**src/rtl/lift_controller.sv**
```systemverilog
`timescale 1ns/1ps
// Three-floor toy-lift controller: input synchronisers, homing, call latching and sweep scheduling.
// Define LIFT_DOOR_DWELL_EN to add a timed door dwell (DWELL_CYCLES) after every stop.
module lift_controller #(
   parameter int unsigned SYNC_STAGES  = 2
`ifdef LIFT_DOOR_DWELL_EN
   , parameter int unsigned DWELL_CYCLES = 50000000
`endif
) (
   input  logic       clock,
   input  logic       reset,
   input  logic       bottom,
   input  logic       middle_minus,
   input  logic       middle_plus,
   input  logic       top,
   input  logic       call0,
   input  logic       call1,
   input  logic       call2,
   output logic       direction,
   output logic       enable,
   output logic [1:0] floor,
   output logic [2:0] pending
);

   localparam int unsigned IN_W = 7;

   typedef enum logic [2:0] {
      ST_HOMING,
      ST_IDLE,
      ST_MOVE_UP,
      ST_MOVE_DOWN,
      ST_ARRIVED
`ifdef LIFT_DOOR_DWELL_EN
      , ST_DWELL
`endif
   } state_t;

   state_t                           state;
   logic [IN_W-1:0]                  raw;
   logic [SYNC_STAGES-1:0][IN_W-1:0] sync_q;
   logic [IN_W-1:0]                  synced;
   logic                             at0, at1, at2, conflict;
   logic [2:0]                       calls, clr, pending_next;
   logic [1:0]                       sensed_floor;
   logic                             above, below;
   logic [1:0]                       prime_cnt;
   logic                             primed;

`ifdef LIFT_DOOR_DWELL_EN
   localparam int unsigned       DWELL_W    = 26;
   localparam logic [DWELL_W-1:0] DWELL_LOAD = DWELL_W'(DWELL_CYCLES - 1);
   logic [DWELL_W-1:0]           dwell_cnt;
`endif

   function automatic logic [2:0] floor_bit(input logic [1:0] f);
      floor_bit = (f == 2'd3) ? 3'b000 : (3'b001 << f);
   endfunction

   // Synchronisers idle high so nothing looks asserted straight out of reset.
   assign raw = {call2, call1, call0, top, middle_plus, middle_minus, bottom};

   always_ff @(posedge clock or posedge reset) begin
      if (reset) sync_q <= '1;
      else       sync_q <= {sync_q[SYNC_STAGES-2:0], raw};
   end

   assign synced   = sync_q[SYNC_STAGES-1];
   assign at0      = ~synced[0];
   assign at1      = ~synced[1] & ~synced[2];
   assign at2      = ~synced[3];
   assign calls    = ~synced[6:4];
   assign conflict = (at0 & at2) | (at0 & at1);
   assign primed   = (prime_cnt == 2'(SYNC_STAGES));

   always_comb begin
      sensed_floor = floor;
      if (at0)      sensed_floor = 2'd0;
      else if (at1) sensed_floor = 2'd1;
      else if (at2) sensed_floor = 2'd2;
   end

   // Outstanding calls relative to the confirmed floor.
   always_comb begin
      above = 1'b0;
      below = 1'b0;
      case (floor)
         2'd0:    above = |pending[2:1];
         2'd1:    begin above = pending[2]; below = pending[0]; end
         2'd2:    below = |pending[1:0];
         default: ;
      endcase
   end

   // Calls for the floor the lift is standing at are cleared; clear beats a new set.
   always_comb begin
      clr = 3'b000;
      case (state)
         ST_IDLE:    clr = floor_bit(floor);
         ST_ARRIVED: clr = floor_bit(sensed_floor);
`ifdef LIFT_DOOR_DWELL_EN
         ST_DWELL:   clr = floor_bit(floor);
`endif
         default:    ;
      endcase
      pending_next = (pending | calls) & ~clr;
   end

   always_ff @(posedge clock or posedge reset) begin
      if (reset) begin
         state     <= ST_HOMING;
         direction <= 1'b0;
         enable    <= 1'b1;
         floor     <= 2'b11;
         pending   <= 3'b000;
         prime_cnt <= 2'd0;
`ifdef LIFT_DOOR_DWELL_EN
         dwell_cnt <= '0;
`endif
      end else begin
         pending <= pending_next;
         if (!primed) prime_cnt <= prime_cnt + 2'd1;

         if (conflict) begin
            enable <= 1'b1;
            floor  <= 2'b11;
            state  <= ST_HOMING;
         end else begin
            case (state)
               // Motor stays off until the synchronisers hold real sensor values.
               ST_HOMING: begin
                  direction <= 1'b0;
                  if (at0) begin
                     enable <= 1'b1;
                     floor  <= 2'd0;
                     state  <= ST_IDLE;
                  end else begin
                     enable <= ~primed;
                  end
               end
               ST_IDLE: begin
                  enable <= 1'b1;
                  if (|(pending & floor_bit(floor))) begin
                     state <= ST_IDLE;
                  end else if (above && (direction || !below)) begin
                     direction <= 1'b1;
                     enable    <= 1'b0;
                     state     <= ST_MOVE_UP;
                  end else if (below) begin
                     direction <= 1'b0;
                     enable    <= 1'b0;
                     state     <= ST_MOVE_DOWN;
                  end
               end
               ST_MOVE_UP: begin
                  direction <= 1'b1;
                  enable    <= 1'b0;
                  if (at2) begin
                     enable <= 1'b1;
                     floor  <= 2'd2;
                     state  <= ST_ARRIVED;
                  end else if (at1) begin
                     floor <= 2'd1;
                     if (pending[1]) begin
                        enable <= 1'b1;
                        state  <= ST_ARRIVED;
                     end
                  end
               end
               ST_MOVE_DOWN: begin
                  direction <= 1'b0;
                  enable    <= 1'b0;
                  if (at0) begin
                     enable <= 1'b1;
                     floor  <= 2'd0;
                     state  <= ST_ARRIVED;
                  end else if (at1) begin
                     floor <= 2'd1;
                     if (pending[1]) begin
                        enable <= 1'b1;
                        state  <= ST_ARRIVED;
                     end
                  end
               end
               ST_ARRIVED: begin
                  enable <= 1'b1;
                  floor  <= sensed_floor;
`ifdef LIFT_DOOR_DWELL_EN
                  dwell_cnt <= DWELL_LOAD;
                  state     <= ST_DWELL;
`else
                  state     <= ST_IDLE;
`endif
               end
`ifdef LIFT_DOOR_DWELL_EN
               // A fresh call at this floor holds the doors open for another full dwell.
               ST_DWELL: begin
                  enable <= 1'b1;
                  if (|(calls & floor_bit(floor))) dwell_cnt <= DWELL_LOAD;
                  else if (dwell_cnt == '0)       state     <= ST_IDLE;
                  else                            dwell_cnt <= dwell_cnt - 1'b1;
               end
`endif
               default: begin
                  enable <= 1'b1;
                  state  <= ST_HOMING;
               end
            endcase
         end
      end
   end

endmodule

```
**config.mk**
```make
export PLATFORM = sky130hd
export DESIGN_NAME = lift_controller
export DESIGN_NICKNAME = d
export VERILOG_FILES = /design/src/rtl/lift_controller.sv
export SDC_FILE = /design/constraint.sdc
export NUM_CORES = 1
export LEC_CHECK = 0
export ABC_AREA = 1
export CELL_PAD_IN_SITES_DETAIL_PLACEMENT = 1
export CELL_PAD_IN_SITES_GLOBAL_PLACEMENT = 2
export CORE_MARGIN = 2
export CORE_UTILIZATION = 35
export DETAILED_ROUTE_END_ITERATION = 6
export GPL_TIMING_DRIVEN = 0
export PLACE_DENSITY_LB_ADDON = 0.1
export SLEW_MARGIN = 0
export SYNTH_ARGS = -nofsm -noshare
export SYNTH_HDL_FRONTEND = slang
export SYNTH_SLANG_ARGS = --single-unit
```
**constraint.sdc**
```tcl
create_clock -name clock -period 4.2 [get_ports clock]
set_clock_uncertainty 0.2 [all_clocks]
set_input_delay 1.05 -clock clock [delete_from_list [all_inputs] [get_ports clock]]
set_output_delay 1.05 -clock clock [all_outputs]
set_load 0.05 [all_outputs]
```
==> results.toml, run 1 <==
[floorplan]
die_area_sq_mm = 0.00414
ios = 16
dieHeight_um = 64.4
initial_core_util_pct = 37.3
row_count = 21
coreArea_sq_mm = 0.00342
die_w_um = 64.4

[power_and_ir_drop]
p_leak_nw = 0.714
power_mw = 1.08
ir_worst_vdd_v = 0.000246
powerDensity_mw_per_mm2 = 705

[yosys]
synth_adder_area_share_pct = 3.93
syn_nets = 158
synth_xor_area_share_pct = 0.687
avgSynthCellArea_sq_um = 8.79
yosysSeqAreaShare_pct = 52.7
synth_area_sq_mm = 0.00127
synth_cell_types = 22
synth_top_family_by_area = "simple AND/OR/NAND/NOR gates"
synth.ff_latch_count = 26
ys_warn_count = 0
synth-simple-area-share_pct = 22.9
synth_compound_area_share_pct = 11.6
synthCells = 145
synth_mux_area_share_pct = 0

[sta]
max_freq_mhz = 332
finalSetupViolCount = 0
hold_violations = 0
fin_crit_ps = 3010
fin_crit_sh_pct = 71.7
rsz0062_at_grt = "no"
setup-tns-final_ps = 0
worstMarginPinSlew_ps = 927
drv_slew = 0
relSlewSlack_pct = 38.2

[worst_setup_path]
crit_path_cell_trace = "clkdlybuf4s50_1"
cp.depth = 1
required_ps = 2950
endpoint_kind = "primary output"
cp.arrival_ps = 1760
cp_top_family = "buffers and inverters"
crit_fanout = 6
max_stage_delay_ps = 820
endpoint = "floor[1]"
ff2ff_setup_slack_ps = 2200
worstReg2RegEnd = "direction$_DFFE_PP0P_"
start_kind = "register"
slowest_stage = "clkdlybuf4s50_1"
cp_num_buf_inv = 1
critical_path_class = "register to primary output"
cp-startpoint = "floor[1]$_DFFE_PP1P_"
rr_startpoint = "floor[1]$_DFFE_PP1P_"
worstRegToRegCells = 10

[cts]
cts_sinks = 26
cts_tree = "built"
cts_resized = 0
clock_path_buffers = 2
cts_buffers = 3
cts.clk_slew.worst_paths_ps = 140
holdBufCountCts = 0
htreeDepth = 1
clk_latency_ps = 310
cts_setup_buffers = 0
root_buffer = "clkbuf_4"

[detailed_routing]
drt-total-wl_um = 2760
drtAntennaViolNets = 0
drtIter0Drc = 26
wire_per_inst_um = 13.2
vias_per_cell = 4.67
drt_pre_antenna_iters = 4
drc = 0
via_count = 980

[layout]
diodes = 0
layout_commonest_cell = "nand2_1"
mostFrequentLayoutCells = "nand2_1 (32), inv_1 (28), dfstp_2 (17)"
syn_to_final_growth_pct = 20.4
drive_above_1_share_pct = 19.5
nets = 178

[global_routing]
grt_pass1_wl_um = 5070
grt_usage_pct = 15.8
antenna_found_initial = 0
grt_start_max_net_pins = 27
grt_pass1_vias = 1088
grt_overflow = 0

[placement]
dp_hpwl_um = 2210
io_buffers = 15
gp_congestion = 0.746

[hold_path]
hold_class = "register to register"

[status]
status = "finished, final reports clean"

[flow_run]
cap_violations = 0
-- routing by layer --
metal | global-route usage [%] | wire, um | up-vias
li1 | - | - | 493
met1 | 19.5 | 1250 | 475
met2 | 28.9 | 1440 | 10
met3 | 2.11 | 58 | 2
met4 | 3.99 | 22 | 0
met5 | 0 | 0 | -
-- synthesized netlist by cell type --
cell        n  area, sq um
a21oi_1     5         25.0
a21oi_2     2         17.5
a22oi_1     2         15.0
dfrtp_1     9          225
dfstp_2    17          447
ha_1        4         50.1
inv_1      28          105
nand2_1    32          120
nand2_2     2         12.5
nand3_1    11         55.1
nor2_1     13         48.8
nor2_2      2         12.5
nor2_4      1         11.3
nor3_1      1         5.00
nor3_2      1         10.0
nor3_4      1         16.3
o211ai_1    1         7.51
o21ai_0     8         40.0
o21ai_2     1         8.76
o21ai_4     1         16.3
o2bb2ai_1   2         17.5
xnor2_1     1         8.76
-- registers in the layout, summed over array words and instances (netlist names) --
| name | cells |
|---|---|
| sync_q | 7 |
| synced | 7 |
| pending | 3 |
| direction | 1 |
| floor | 2 |
| state | 3 |
| prime_cnt | 2 |
| enable | 1 |
-- layout make-up --
cell class,count,area (sq um)
Inverter,28,105
Tap cell,46,57.6
Timing Repair Buffer,15,150
Fill cell,439,1880
Clock inverter,1,30.0
Sequential cell,26,672
Clock buffer,3,22.5
Multi-Input combinational cell,91,498
-- logic make-up after synthesis --
logic type,count (synthesis)
buffers and inverters,28
adder cells (fa/ha/maj),4
XOR/XNOR,1
AO/OA/AOI/OAI,22
flip-flops,26
AND/OR/NAND/NOR,64
-- how the worst min path moves through the flow --
stage / start / endpoint / slack (ps) / cells past startpoint
4_1_cts: sync_q[3]$_DFF_PP1_ / synced[3]$_DFF_PP1_ / 170 / 0
2_1_floorplan: sync_q[0]$_DFF_PP1_ / synced[0]$_DFF_PP1_ / 150 / 0
6_report: sync_q[3]$_DFF_PP1_ / synced[3]$_DFF_PP1_ / 170 / 0
3_5_place_dp: sync_q[3]$_DFF_PP1_ / synced[3]$_DFF_PP1_ / 150 / 0
3_3_place_gp: sync_q[5]$_DFF_PP1_ / synced[5]$_DFF_PP1_ / 150 / 0
5_1_grt: sync_q[0]$_DFF_PP1_ / synced[0]$_DFF_PP1_ / 170 / 0
-- metrics by stage --
stage / area, sq um / setup WS [ps] / hold slack [ps] / util (%) / instances
after global routing: 1540 / 1120 / 171 / 44.9 / 210
after CTS: 1540 / 1180 / 169 / 44.9 / 210
after detailed placement: 1480 / 1560 / 148 / 43.4 / 206
after floorplan: 1270 / 2220 / 145 / - / 145
final: 1540 / 1190 / 167 / 44.9 / 210
after global placement: 1480 / 1560 / 147 / 43.4 / 206
-- power by group --
part / leakage [nW] / total (mW) / internal [mW] / switching (mW)
clock network: 0.0279 / 0.170 / 0.0964 / 0.0736
registers: 0.284 / 0.364 / 0.312 / 0.0520
logic: 0.402 / 0.548 / 0.183 / 0.365
Note: power is estimated with default switching activity, not from simulation.
==> run 2, diff against run 1 <==
--- a/config.mk
+++ b/config.mk
@@ -9,7 +9,7 @@
 export CELL_PAD_IN_SITES_DETAIL_PLACEMENT = 1
 export CELL_PAD_IN_SITES_GLOBAL_PLACEMENT = 2
 export CORE_MARGIN = 2
-export CORE_UTILIZATION = 35
+export CORE_UTILIZATION = 29
 export DETAILED_ROUTE_END_ITERATION = 6
 export GPL_TIMING_DRIVEN = 0
 export PLACE_DENSITY_LB_ADDON = 0.1
==> constraint.sdc (replaced) <==
create_clock -name clock -period 2.5 [get_ports clock]
set_clock_uncertainty 0.2 [all_clocks]
set_input_delay 0.625 -clock clock [delete_from_list [all_inputs] [get_ports clock]]
set_output_delay 0.625 -clock clock [all_outputs]
set_load 0.05 [all_outputs]
==> results.toml, run 2 (synthesis results as in run 1) <==
[power_and_ir_drop]
p_leak_nw = 0.724
ir_worst_vdd_v = 0.000360
powerDensity_mw_per_mm2 = 1200
power_mw = 1.87

[worst_setup_path]
max_stage_delay_ps = 850
endpoint_kind = "primary output"
cp_num_buf_inv = 1
critical_path_class = "register to primary output"
crit_fanout = 6
start_kind = "register"
slowest_stage = "clkdlybuf4s50_1"
crit_path_cell_trace = "clkdlybuf4s50_1"
required_ps = 1670
cp.arrival_ps = 1600
cp_top_family = "buffers and inverters"

[placement]
io_buffers = 15
gp_congestion = 0.789
dp_hpwl_um = 2290

[detailed_routing]
vias_per_cell = 4.46
drt_pre_antenna_iters = 4
via_count = 964
drtIter0Drc = 26
wire_per_inst_um = 13.4
drc = 0
drtAntennaViolNets = 0
drt-total-wl_um = 2890

[global_routing]
grt_usage_pct = 12.8
grt_start_max_net_pins = 27
grt_overflow = 0
grt_pass1_wl_um = 4990
grt_pass1_vias = 1083
antenna_found_initial = 0

[sta]
setup-tns-final_ps = 0
drv_slew = 0
relSlewSlack_pct = 36.9
rsz0062_at_grt = "no"
fin_crit_ps = 2430
hold_violations = 0
max_freq_mhz = 412
worstMarginPinSlew_ps = 946
fin_crit_sh_pct = 97.1
finalSetupViolCount = 0

[floorplan]
dieHeight_um = 70.3
initial_core_util_pct = 29.7
die_area_sq_mm = 0.00494
die_w_um = 70.3
ios = 16
row_count = 24
coreArea_sq_mm = 0.00429

[status]
status = "finished, final reports clean"

[cts]
clock_path_buffers = 2
cts_sinks = 26
clk_latency_ps = 270
root_buffer = "clkbuf_8"
htreeDepth = 1
cts_setup_buffers = 0
cts_buffers = 3
cts.clk_slew.worst_paths_ps = 90
cts_tree = "built"

[layout]
layout_commonest_cell = "nand2_1"
mostFrequentLayoutCells = "nand2_1 (32), inv_1 (28), dfstp_2 (17)"
syn_to_final_growth_pct = 22.3
diodes = 0
drive_above_1_share_pct = 19.5
nets = 178

[hold_path]
hold_class = "register to register"

[flow_run]
cap_violations = 0
-- run 2: cell count changes in the layout (fill, tap and decap cells not counted) --
cell / change
dlygate4sd2_1: +2
clkdlybuf4s50_1: -2
clkbuf_8: +3
clkbuf_4: -3
-- run 2: worst paths after layout --
check,endpoint,slack (ps),depth (start not counted),start
min,synced[0]$_DFF_PP1_,160,0,sync_q[0]$_DFF_PP1_
max reg2reg,direction$_DFFE_PP0P_,490,8,floor[0]$_DFFE_PP1P_
max,pending[1],70,1,pending[1]$_DFF_PP0_
min in group asynchronous,pending[1]$_DFF_PP0_,660,2,reset
min reg2reg,synced[0]$_DFF_PP1_,160,0,sync_q[0]$_DFF_PP1_
max in group asynchronous,state[1]$_DFFE_PP0P_,860,2,reset
-- run 2: cell type report --
class | count | area, sq um
fillers | 527 | 2740
clock inverters | 1 | 30.0
well taps | 52 | 65.1
repair buffers | 15 | 148
flip-flops and latches | 26 | 672
multi-input cells | 91 | 498
clock buffers | 3 | 41.3
inverters | 28 | 105
-- run 2: routing by layer --
metal / share of wire [%] / track usage, %
met5: 0 / 0
met3: 2.7 / 2.60
met1: 48 / 16.1
met4: 1.1 / 3.85
met2: 48 / 21.9
-- run 2: repair_timing --
| item | in CTS | in global routing |
|---|---|---|
| hold buffers | 0 | 0 |
| gates resized for setup | 2 | 0 |
| endpoints found under the setup margin | 2 | 0 |
-- run 2: power breakdown --
part           switching (mW)  internal [mW]  total (mW)
clock                   0.133          0.214       0.347
combinational           0.618          0.295       0.914
sequential             0.0848          0.524       0.609
-- run 2: per-stage QoR --
stage,cells,area (sq um),worst slack (ps),hold slack [ps],util (%)
2_1_floorplan,145,1270,520,145,-
3_3_place_gp,212,1490,291,146,34.7
3_5_place_dp,212,1490,289,148,34.7
4_1_cts,216,1560,60.2,161,36.3
5_1_grt,216,1560,21.5,165,36.3
6_report,216,1560,72.8,159,36.3
==> run 3, diff against run 2 <==
==> constraint.sdc (replaced) <==
create_clock -name clock -period 2.5 [get_ports clock]
set_clock_uncertainty 0.2 [all_clocks]
set_input_delay 0.625 -clock clock [delete_from_list [all_inputs] [get_ports clock]]
set_output_delay 0.625 -clock clock [all_outputs]
set_load 0.01 [all_outputs]
==> results.toml, run 3 (synthesis results as in run 1) <==
[status]
status = "finished, final reports clean"

[sta]
setup_slack_ps = 260
fin_crit_sh_pct = 89.6
worstMarginPinSlew_ps = 946
fin_crit_ps = 2240
setup-tns-final_ps = 0
hold_violations = 0
drv_slew = 0
finalSetupViolCount = 0
rsz0062_at_grt = "no"
max_freq_mhz = 446
relSlewSlack_pct = 36.9

[cts]
holdBufCountCts = 0
htreeDepth = 1
cts_resized = 0
cts_sinks = 26
cts.clk_slew.worst_paths_ps = 90
cts_buffers = 3
cts_setup_buffers = 0
cts_tree = "built"
clk_latency_ps = 270
root_buffer = "clkbuf_8"
clock_path_buffers = 2

[detailed_routing]
drtAntennaViolNets = 0
drt-total-wl_um = 2890
drc = 0
wire_per_inst_um = 13.4
vias_per_cell = 4.46
drtIter0Drc = 26
drt_pre_antenna_iters = 4
via_count = 964

[worst_setup_path]
endpoint_kind = "primary output"
crit_path_cell_trace = "clkdlybuf4s50_1"
cp.arrival_ps = 1420
crit_fanout = 6
rr_startpoint = "floor[0]$_DFFE_PP1P_"
ff2ff_setup_slack_ps = 480
endpoint = "floor[1]"
worstReg2RegEnd = "direction$_DFFE_PP0P_"
start_kind = "register"
cp.depth = 1
required_ps = 1670
slowest_stage = "dfstp_2"
cp_num_buf_inv = 1
cp-startpoint = "floor[1]$_DFFE_PP1P_"
cp_top_family = "flip-flops"
max_stage_delay_ps = 600
critical_path_class = "register to primary output"
worstRegToRegCells = 8

[power_and_ir_drop]
swShare_pct = 40.0
p_switching_mw = 0.697
p_leak_nw = 0.721
comb_power_share_pct = 45.1
powerDensity_mw_per_mm2 = 1120
intPower_mw = 1.05
ir_worst_vdd_v = 0.000360
clock_power_share_pct = 19.9
sequentialPowerShare_pct = 35.0

[global_routing]
grt_pass1_vias = 1083
grt_pass1_wl_um = 4980
grt_start_max_net_pins = 27
grt_overflow = 0
grt_usage_pct = 12.7
antenna_found_initial = 0

[floorplan]
die_w_um = 70.3
ios = 16
row_count = 24
die_area_sq_mm = 0.00494
coreArea_sq_mm = 0.00429
initial_core_util_pct = 29.7
dieHeight_um = 70.3

[placement]
gp_congestion = 0.789
io_buffers = 15
pre_cts_ws_ps = 453
place_inst = 212
dp_hpwl_um = 2290

[layout]
drive_above_1_share_pct = 19.5
diodes = 0
layout_commonest_cell = "nand2_1"
nets = 178
syn_to_final_growth_pct = 22.5
mostFrequentLayoutCells = "nand2_1 (32), inv_1 (28), dfstp_2 (17)"
fin_cells = 216

[hold_path]
hold_class = "register to register"

[flow_run]
cap_violations = 0
-- run 3: layout make-up --
cell class	instances	area, sq um
Tap cell	52	65.1
Timing Repair Buffer	15	150
Sequential cell	26	672
Inverter	28	105
Clock buffer	3	41.3
Multi-Input combinational cell	91	498
Clock inverter	1	30.0
Fill cell	525	2730
-- run 3: worst min-delay path by stage --
stage	startpoint	to	depth (start not counted)
after floorplan	sync_q[0]$_DFF_PP1_	synced[0]$_DFF_PP1_	0
after global placement	sync_q[3]$_DFF_PP1_	synced[3]$_DFF_PP1_	0
after detailed placement	sync_q[0]$_DFF_PP1_	synced[0]$_DFF_PP1_	0
after CTS	sync_q[0]$_DFF_PP1_	synced[0]$_DFF_PP1_	0
after global routing	sync_q[0]$_DFF_PP1_	synced[0]$_DFF_PP1_	0
final	sync_q[0]$_DFF_PP1_	synced[0]$_DFF_PP1_	0
-- run 3: through the flow --
stage	area (sq um)	util, %	total power [mW]	hold slack, ps
after floorplan	1270	-	1.14	145
after global placement	1490	34.7	1.40	146
after detailed placement	1490	34.7	1.42	148
after CTS	1560	36.4	1.78	161
after global routing	1560	36.4	1.91	165
final	1560	36.4	1.74	159
-- run 3: layer usage --
| metal | share of wire (%) | global-route usage (%) | vias up |
|---|---|---|---|
| li1 | - | - | 488 |
| met1 | 48 | 16.1 | 459 |
| met2 | 48 | 21.8 | 12 |
| met3 | 2.7 | 2.60 | 5 |
| met4 | 1.1 | 3.85 | 0 |
| met5 | 0 | 0 | - |
-- run 3: power by group through the flow --
stage                     combinational, mW  sequential, mW  clock [mW]
after floorplan                       0.520           0.616           0
after global placement                0.785           0.613           0
after detailed placement              0.798           0.619           0
after CTS                             0.805           0.611       0.362
after global routing                  0.912           0.623       0.376
final                                 0.786           0.609       0.347
